==> src/rtl/skinny_dom1_pkg.sv <==
// Shared types and constants for the first-order DOM masked SKINNY-128-384+ datapath.
package skinny_dom1_pkg;

  // The external DOM sbox8 is non-pipelined and spends one cycle per layer.
  localparam int SBOX_LAT = 4;

  typedef enum logic [2:0] {
    ST_IDLE,
    ST_LOAD,
    ST_RUN,
    ST_FLUSH,
    ST_DONE
  } sc_state_e;

  typedef struct packed {
    logic [7:0] s1;
    logic [7:0] s0;
  } share_byte_t;

endpackage

==> src/rtl/skinny_dom1_phase_seq.sv <==
// Phase/byte counters for the byte-serial SubCells pass and one-hot sbox layer enables.
module skinny_dom1_phase_seq
  import skinny_dom1_pkg::*;
#(
  parameter int NBYTES = 16
) (
  input  logic                clk,
  input  logic                rst,
  input  logic                clear,
  input  logic                run,
  output logic [SBOX_LAT-1:0] sb_en,
  output logic                ph_first,
  output logic                ph_last,
  output logic                bc_first,
  output logic                bc_last
);

  localparam int BCW = (NBYTES > 1) ? $clog2(NBYTES) : 1;

  logic [1:0]     ph;
  logic [BCW-1:0] bc;

  assign ph_first = (ph == 2'd0);
  assign ph_last  = (ph == 2'(SBOX_LAT - 1));
  assign bc_first = (bc == '0);
  assign bc_last  = (bc == BCW'(NBYTES - 1));

  // NOTE: sequential state uses non-blocking assignments so every register
  // samples the pre-edge values of its neighbours.
  always_ff @(posedge clk) begin
    if (rst || clear) begin
      ph <= '0;
      bc <= '0;
    end else if (run) begin
      ph <= ph + 2'd1;
      if (ph_last) bc <= bc + BCW'(1);
    end
  end

  // NOTE: the default assignment first keeps this combinational block latch-free.
  always_comb begin
    sb_en = '0;
    if (run) sb_en[ph] = 1'b1;
  end

endmodule

==> src/rtl/skinny_subcells_dom1_serial.sv <==
// Byte-serial SubCells sequencer feeding an external 4-cycle DOM sbox8, MSB byte first.
// Optional build macro SKINNY_SC_IDLE_ZERO_EN: zero sbox inputs outside RUN, clear state after DONE.
module skinny_subcells_dom1_serial
  import skinny_dom1_pkg::*;
#(
  parameter int NBYTES = 16
) (
  input  logic                clk,
  input  logic                rst,
  input  logic                start,
  input  logic [8*NBYTES-1:0] si1,
  input  logic [8*NBYTES-1:0] si0,
  input  logic [7:0]          rnd,
  output logic                rnd_ack,
  output logic [7:0]          sb_si1,
  output logic [7:0]          sb_si0,
  output logic [7:0]          sb_r,
  output logic [3:0]          sb_en,
  input  logic [7:0]          sb_bo1,
  input  logic [7:0]          sb_bo0,
  output logic [8*NBYTES-1:0] so1,
  output logic [8*NBYTES-1:0] so0,
  output logic                busy,
  output logic                done
);

  localparam int W = 8 * NBYTES;

  sc_state_e   state, state_nxt;
  logic [W-1:0] sh1, sh0;
  logic [7:0]   r_hold;
  logic         load, run;
  logic         ph_first, ph_last, bc_first, bc_last;
  share_byte_t  top_byte;

  always_ff @(posedge clk) begin
    if (rst) state <= ST_IDLE;
    else     state <= state_nxt;
  end

  always_comb begin
    state_nxt = state;
    unique case (state)
      ST_IDLE:  if (start) state_nxt = ST_LOAD;
      ST_LOAD:  state_nxt = ST_RUN;
      ST_RUN:   if (ph_last && bc_last) state_nxt = ST_FLUSH;
      ST_FLUSH: state_nxt = ST_DONE;
      ST_DONE:  state_nxt = ST_IDLE;
      default:  state_nxt = ST_IDLE;
    endcase
  end

  always_comb begin
    load    = (state == ST_LOAD);
    run     = (state == ST_RUN);
    busy    = (state != ST_IDLE);
    done    = (state == ST_DONE);
    // The last byte needs no fresh mask, so exactly NBYTES masks are drawn per pass.
    rnd_ack = load || (run && ph_last && !bc_last);
  end

  skinny_dom1_phase_seq #(
    .NBYTES (NBYTES)
  ) u_phase_seq (
    .clk      (clk),
    .rst      (rst),
    .clear    (load),
    .run      (run),
    .sb_en    (sb_en),
    .ph_first (ph_first),
    .ph_last  (ph_last),
    .bc_first (bc_first),
    .bc_last  (bc_last)
  );

  // Results of byte bc-1 enter at the bottom and ride the shift up to their original cell.
  always_ff @(posedge clk) begin
    if (rst) begin
      sh1    <= '0;
      sh0    <= '0;
      r_hold <= '0;
    end else begin
      unique case (state)
        ST_LOAD: begin
          sh1    <= si1;
          sh0    <= si0;
          r_hold <= rnd;
        end
        ST_RUN: begin
          if (ph_first && !bc_first) begin
            sh1[7:0] <= sb_bo1;
            sh0[7:0] <= sb_bo0;
          end
          if (ph_last) begin
            sh1 <= sh1 << 8;
            sh0 <= sh0 << 8;
            if (!bc_last) r_hold <= rnd;
          end
        end
        ST_FLUSH: begin
          sh1[7:0] <= sb_bo1;
          sh0[7:0] <= sb_bo0;
        end
`ifdef SKINNY_SC_IDLE_ZERO_EN
        ST_DONE: begin
          sh1 <= '0;
          sh0 <= '0;
        end
`endif
        default: ;
      endcase
    end
  end

  assign top_byte = '{s1: sh1[W-1 -: 8], s0: sh0[W-1 -: 8]};

`ifdef SKINNY_SC_IDLE_ZERO_EN
  assign sb_si1 = run ? top_byte.s1 : 8'h00;
  assign sb_si0 = run ? top_byte.s0 : 8'h00;
  assign sb_r   = run ? r_hold      : 8'h00;
`else
  assign sb_si1 = top_byte.s1;
  assign sb_si0 = top_byte.s0;
  assign sb_r   = r_hold;
`endif

  assign so1 = sh1;
  assign so0 = sh0;

endmodule

==> config.mk <==
export PLATFORM = sky130hd
export DESIGN_NAME = skinny_subcells_dom1_serial
export DESIGN_NICKNAME = d
export VERILOG_FILES = /design/src/rtl/skinny_dom1_pkg.sv /design/src/rtl/skinny_dom1_phase_seq.sv /design/src/rtl/skinny_subcells_dom1_serial.sv
export SDC_FILE = /design/constraint.sdc
export NUM_CORES = 1
export LEC_CHECK = 0
export CORE_AREA = 2 2 219 221
export CTS_CLUSTER_DIAMETER = 30
export DETAILED_ROUTE_END_ITERATION = 8
export DIE_AREA = 0 0 221 223
export GPL_TIMING_DRIVEN = 0
export SYNTH_ARGS = -nofsm -noshare
export SYNTH_HDL_FRONTEND = slang
export SYNTH_SLANG_ARGS = --single-unit
==> constraint.sdc <==
create_clock -name clk -period 2.31 [get_ports clk]
set_input_delay 0.462 -clock clk [delete_from_list [all_inputs] [get_ports clk]]
set_output_delay 0.462 -clock clk [all_outputs]
set_load 0.01 [all_outputs]
==> results.md <==
- The detailed router's first-iteration violation count is approximately 1200.
- The max-cap check violation count is 0.
- The initial core utilization is 27.7%.
- TritonCTS built the clock tree.
- The number of buffers added on ports is 568.
- The number of sinks driven by the clock tree is 273.
- Dividing the detail-routed wire length by the instance count gives 22.0 um.
- Global routing finished with a remaining overflow of 0.
- For hold timing, the worst endpoint is sb_r[1]$_SDFFE_PP0P_.
- Setup repair after global routing could not meet its margin everywhere.
- The post-placement cell count is 2738.
- The detailed router placed about 15000 vias in this run.
- The startpoint of the most critical hold path is rnd[1].
- The global-route usage over all layers is 24.5%.
- Yosys printed 0 warnings.
- The final weighted congestion of routability-driven global placement is 0.906.
- After detailed routing, the number of remaining DRC violations is 0.
- Pin placement for this block handled 570 I/O pins.
- The final count of hold timing violations came to 0.
- The clock transition at the registers of the reported paths is 0.04 ns.
- The number of nets handed over by synthesis was approximately 1800.
- No sink is reached through more buffers than the 3 on the longest clock path.
- The pre-antenna-repair detailed-routing pass consisted of 6 iterations.
- The number of cell rows is 80.
- Traced cell by cell, the critical path runs through buf_6 > nor2_4 > buf_4 > and3_1 > dlygate4sd2_1.
- Across the VDD grid, the largest voltage drop is about 0.00054 V.
- The synthesized netlist occupies a cell area of 13100 um^2.
- The depth of the worst register-to-register path is 7.
- Once placement finished, the instance area stood at about 20000 um^2.
- The H-tree level count is 3.
- The slowest stage of the critical path belongs to the cell dlygate4sd2_1.
- The die area is between 40000 and 50000 um^2.
- In this run the standard cell core region covers between 40000 and 50000 um^2.
- Setup violations remaining at the end of the flow were counted as 0.
- The worst setup path is launched from a register.
- The clock latency reported for the late side of the worst-skew pair is 0.59 ns.
- By startpoint and endpoint, the worst setup path is classified as register to output port.
- The worst setup path is captured at an output port.
- Across all register-to-register paths, the minimum setup slack is 0.15 ns.
- The maximum number of pins on one net before global-route repair is 11.
- The power density relative to cell area is 860 nW/um^2.
- In this run the static leakage power is 0.00811 uW.
- In this run the horizontal extent of the chip is 221 um.
- The half-perimeter wire length after detailed placement is 49.0 mm.
- The highest attainable clock frequency is between 400 and 500 MHz.
- The destination of the worst register-to-register timing path is so1[13]$_SDFFE_PP0P_.
- Counting I/O delays and the setup requirement, the final critical path takes 2.28 ns.
- Using the TritonRoute via totals, the vias-per-cell ratio works out to 5.22.
- The unique cell type count in the Yosys netlist is 40.
- The setup clock skew after layout is 0.0213 ns.
- The share of the cycle needed by the critical path after routing is 98.6%.
- Summed over all layers, the routed wires come to 63.2 mm.
- The die outline height is 223 um.
- For this run, the slowest stage of the critical path takes 0.34 ns.
- The total number of nets in the final design is 2491.
- The area overhead of the layout relative to synthesis is 69.3%.
- The number of register bits inferred by synthesis is 273.
- The number of global-route vias before repair is 15000.
- After technology mapping, the gate count stands at 1555.
- The tightest min-delay check is of the input port to register type.
- The transition time of the tightest slew-check pin is approximately 1.1 ns.
- The max-slew violation count is 0.
- The number of CTS-inserted buffers is 69.
- In this run the critical register-to-register path is launched from u_phase_seq.ph[0]$_SDFFE_PP0N_.
- The global-route wire length before repair is 92.6 mm.
- Data arrives at the worst endpoint at 1.82 ns.
- The worst slew slack as a fraction of its limit is 27.9%.
- The detail route stage leaves a number of antenna-violating nets equal to 0.
- The fraction of layout cells with a size suffix above 1 is between 15 and 20%.
- The run finished with clean final reports.
- The worst hold path was traced through 3 stages.
- The filler cell count in the final layout is ~4600.
- The cell sitting at the root of the clock tree is a clkbuf_16.
- For the worst setup path, the data required time is 1.85 ns.
- The synthesized area per cell is 8.40 um^2.
- With fillers left out, the area of the finished cells amounts to 22100 um^2.
- The register area share after synthesis is between 40% and 50%.
- The post-layout instance count excluding filler cells is 2876.
- In this run the worst path has a maximum fanout of 6.
- The number of antenna violations at the first check in global routing came to 7.
- The worst hold slack is 0.449 ns.
## metal layers
metal  routed length (um)  global-route usage (%)  vias to the layer above
met5                   15                       0                        -
met4                 2770                    11.6                        2
met3                 4810                    7.09                      146
met2                29800                    40.3                      709
met1                25800                    29.6                     7200
li1                     -                       -                     6953
## layout make-up
| type | count | area, um^2 | share of cell area, % |
|---|---|---|---|
| plain buffers | 188 | 1050 | 4.75 |
| diodes | 6 | 15.0 | 0.0679 |
| clock buffers | 88 | 1980 | 8.97 |
| inverters | 7 | 26.3 | 0.119 |
| repair buffers | 576 | 5740 | 25.9 |
| flip-flops and latches | 273 | 5470 | 24.7 |
| well taps | 615 | 769 | 3.48 |
| clock inverters | 37 | 474 | 2.15 |
| multi-input cells | 1086 | 6580 | 29.8 |
## worst max path at each step
stage	from	to	slack (ns)
3_3_place_gp	u_phase_seq.ph[0]$_SDFFE_PP0N_	so0[81]$_SDFFE_PP0P_	-0.23
4_1_cts	state[0]$_SDFFE_PP0P_	sb_en[0]	-0.07
2_1_floorplan	u_phase_seq.ph[0]$_SDFFE_PP0N_	so0[18]$_SDFFE_PP0P_	0.64
3_5_place_dp	rst	so1[13]$_SDFFE_PP0P_	-0.26
6_report	state[0]$_SDFFE_PP0P_	sb_en[1]	0.03
5_1_grt	state[0]$_SDFFE_PP0P_	sb_en[0]	-0.06
## logic make-up after synthesis
kind of cell	share of synthesized area (%)
XOR/XNOR	0.201
buffers and inverters	8.07
multiplexers	0.613
adder cells (fa/ha/maj)	0.671
flip-flops	41.9
AND/OR/NAND/NOR	25.8
AO/OA/AOI/OAI	22.8
## where the power goes
| group | internal [uW] | leakage, uW | switching (uW) |
|---|---|---|---|
| Clock | 7130 | 0.00121 | 3030 |
| Sequential | 5120 | 0.00224 | 415 |
| Combinational | 1700 | 0.00466 | 1620 |
| Total | 13900 | 0.00811 | 5060 |
## cells in the mapped netlist
master	n	area share, %
o22ai_1	1	0.048
buf_6	13	1.1
a311oi_1	155	10
nor3_1	1	0.038
o21a_1	1	0.058
nand4_1	1	0.048
o21bai_1	1	0.058
nor3b_1	2	0.11
nor3_4	1	0.12
a311oi_2	85	9.8
and3_1	3	0.14
buf_2	50	1.9
nor4_1	1	0.048
a21oi_4	1	0.12
a21oi_1	4	0.15
nor2_4	1	0.086
xor2_1	2	0.13
mux2i_1	8	0.61
nor2_1	263	7.6
dfxtp_1	273	42
a31oi_1	1	0.048
nor2b_1	1	0.048
a21oi_2	1	0.067
nand2_2	1	0.048
o32ai_4	1	0.21
xnor2_1	1	0.067
a211oi_1	17	0.98
and2_1	1	0.048
or3_1	1	0.048
nand2b_1	17	0.81
buf_4	42	2.4
ha_1	7	0.67
nand2_1	247	7.1
buf_1	1	0.029
a22oi_1	16	0.92
inv_1	7	0.20
nand2b_2	2	0.13
nand3b_4	1	0.15
clkbuf_1	83	2.4
nand3_1	240	9.2
## critical path: cells and delay by family (launching register included)
| family | cells | cell delay, ns |
|---|---|---|
| buffers and inverters | 3 | 0.60 |
| flip-flops | 1 | 0.31 |
| AND/OR/NAND/NOR | 2 | 0.33 |
## layout by cell type (no fill, tap or decap), types with 2 or more instances in the layout
cell type and instances:
ha_1 7, nand3_1 240, buf_4 49, buf_6 16, clkinvlp_4 5, nand2b_1 17
clkbuf_8 13, nor3b_1 2, nor2_1 263, clkbuf_16 72, clkdlybuf4s50_1 561, a21oi_1 4
a311oi_2 85, a311oi_1 155, xor2_1 2, inv_6 3, nand2b_2 2, inv_1 6
diode_2 6, dfxtp_1 269, and3_1 3, buf_2 49, dfxtp_2 4, mux2i_1 8
clkbuf_2 7, clkbuf_1 79, a22oi_1 16, bufinv_16 10, nand2_1 246, clkinv_2 17
dlygate4sd2_1 3, a211oi_1 17
## stage by stage
stage	TNS, ns	util (%)	power, uW	worst slack (ns)
after floorplan	0	-	6960	0.644
after global placement	-13.43	41.4	8860	-0.230
after detailed placement	-16.58	41.4	8890	-0.257
after CTS	-0.167	46.7	19100	-0.0734
after global routing	-0.109	46.9	19700	-0.0641
final	0	46.9	19000	0.0322
## flip-flops by register name, summed over array words and instances, names as in the netlist
register,flops
sb_r,8
u_phase_seq.bc,4
so1,128
state,3
so0,128
u_phase_seq.ph,2
## what timing repair did
item / in CTS / in global routing
hold buffers: 0 / 0
buffers inserted: 2 / 6
gates resized for setup: 30 / 24
pin swaps: 0 / 3
setup endpoints to repair: 168 / 90
Note: power is estimated with default switching activity, not from simulation.
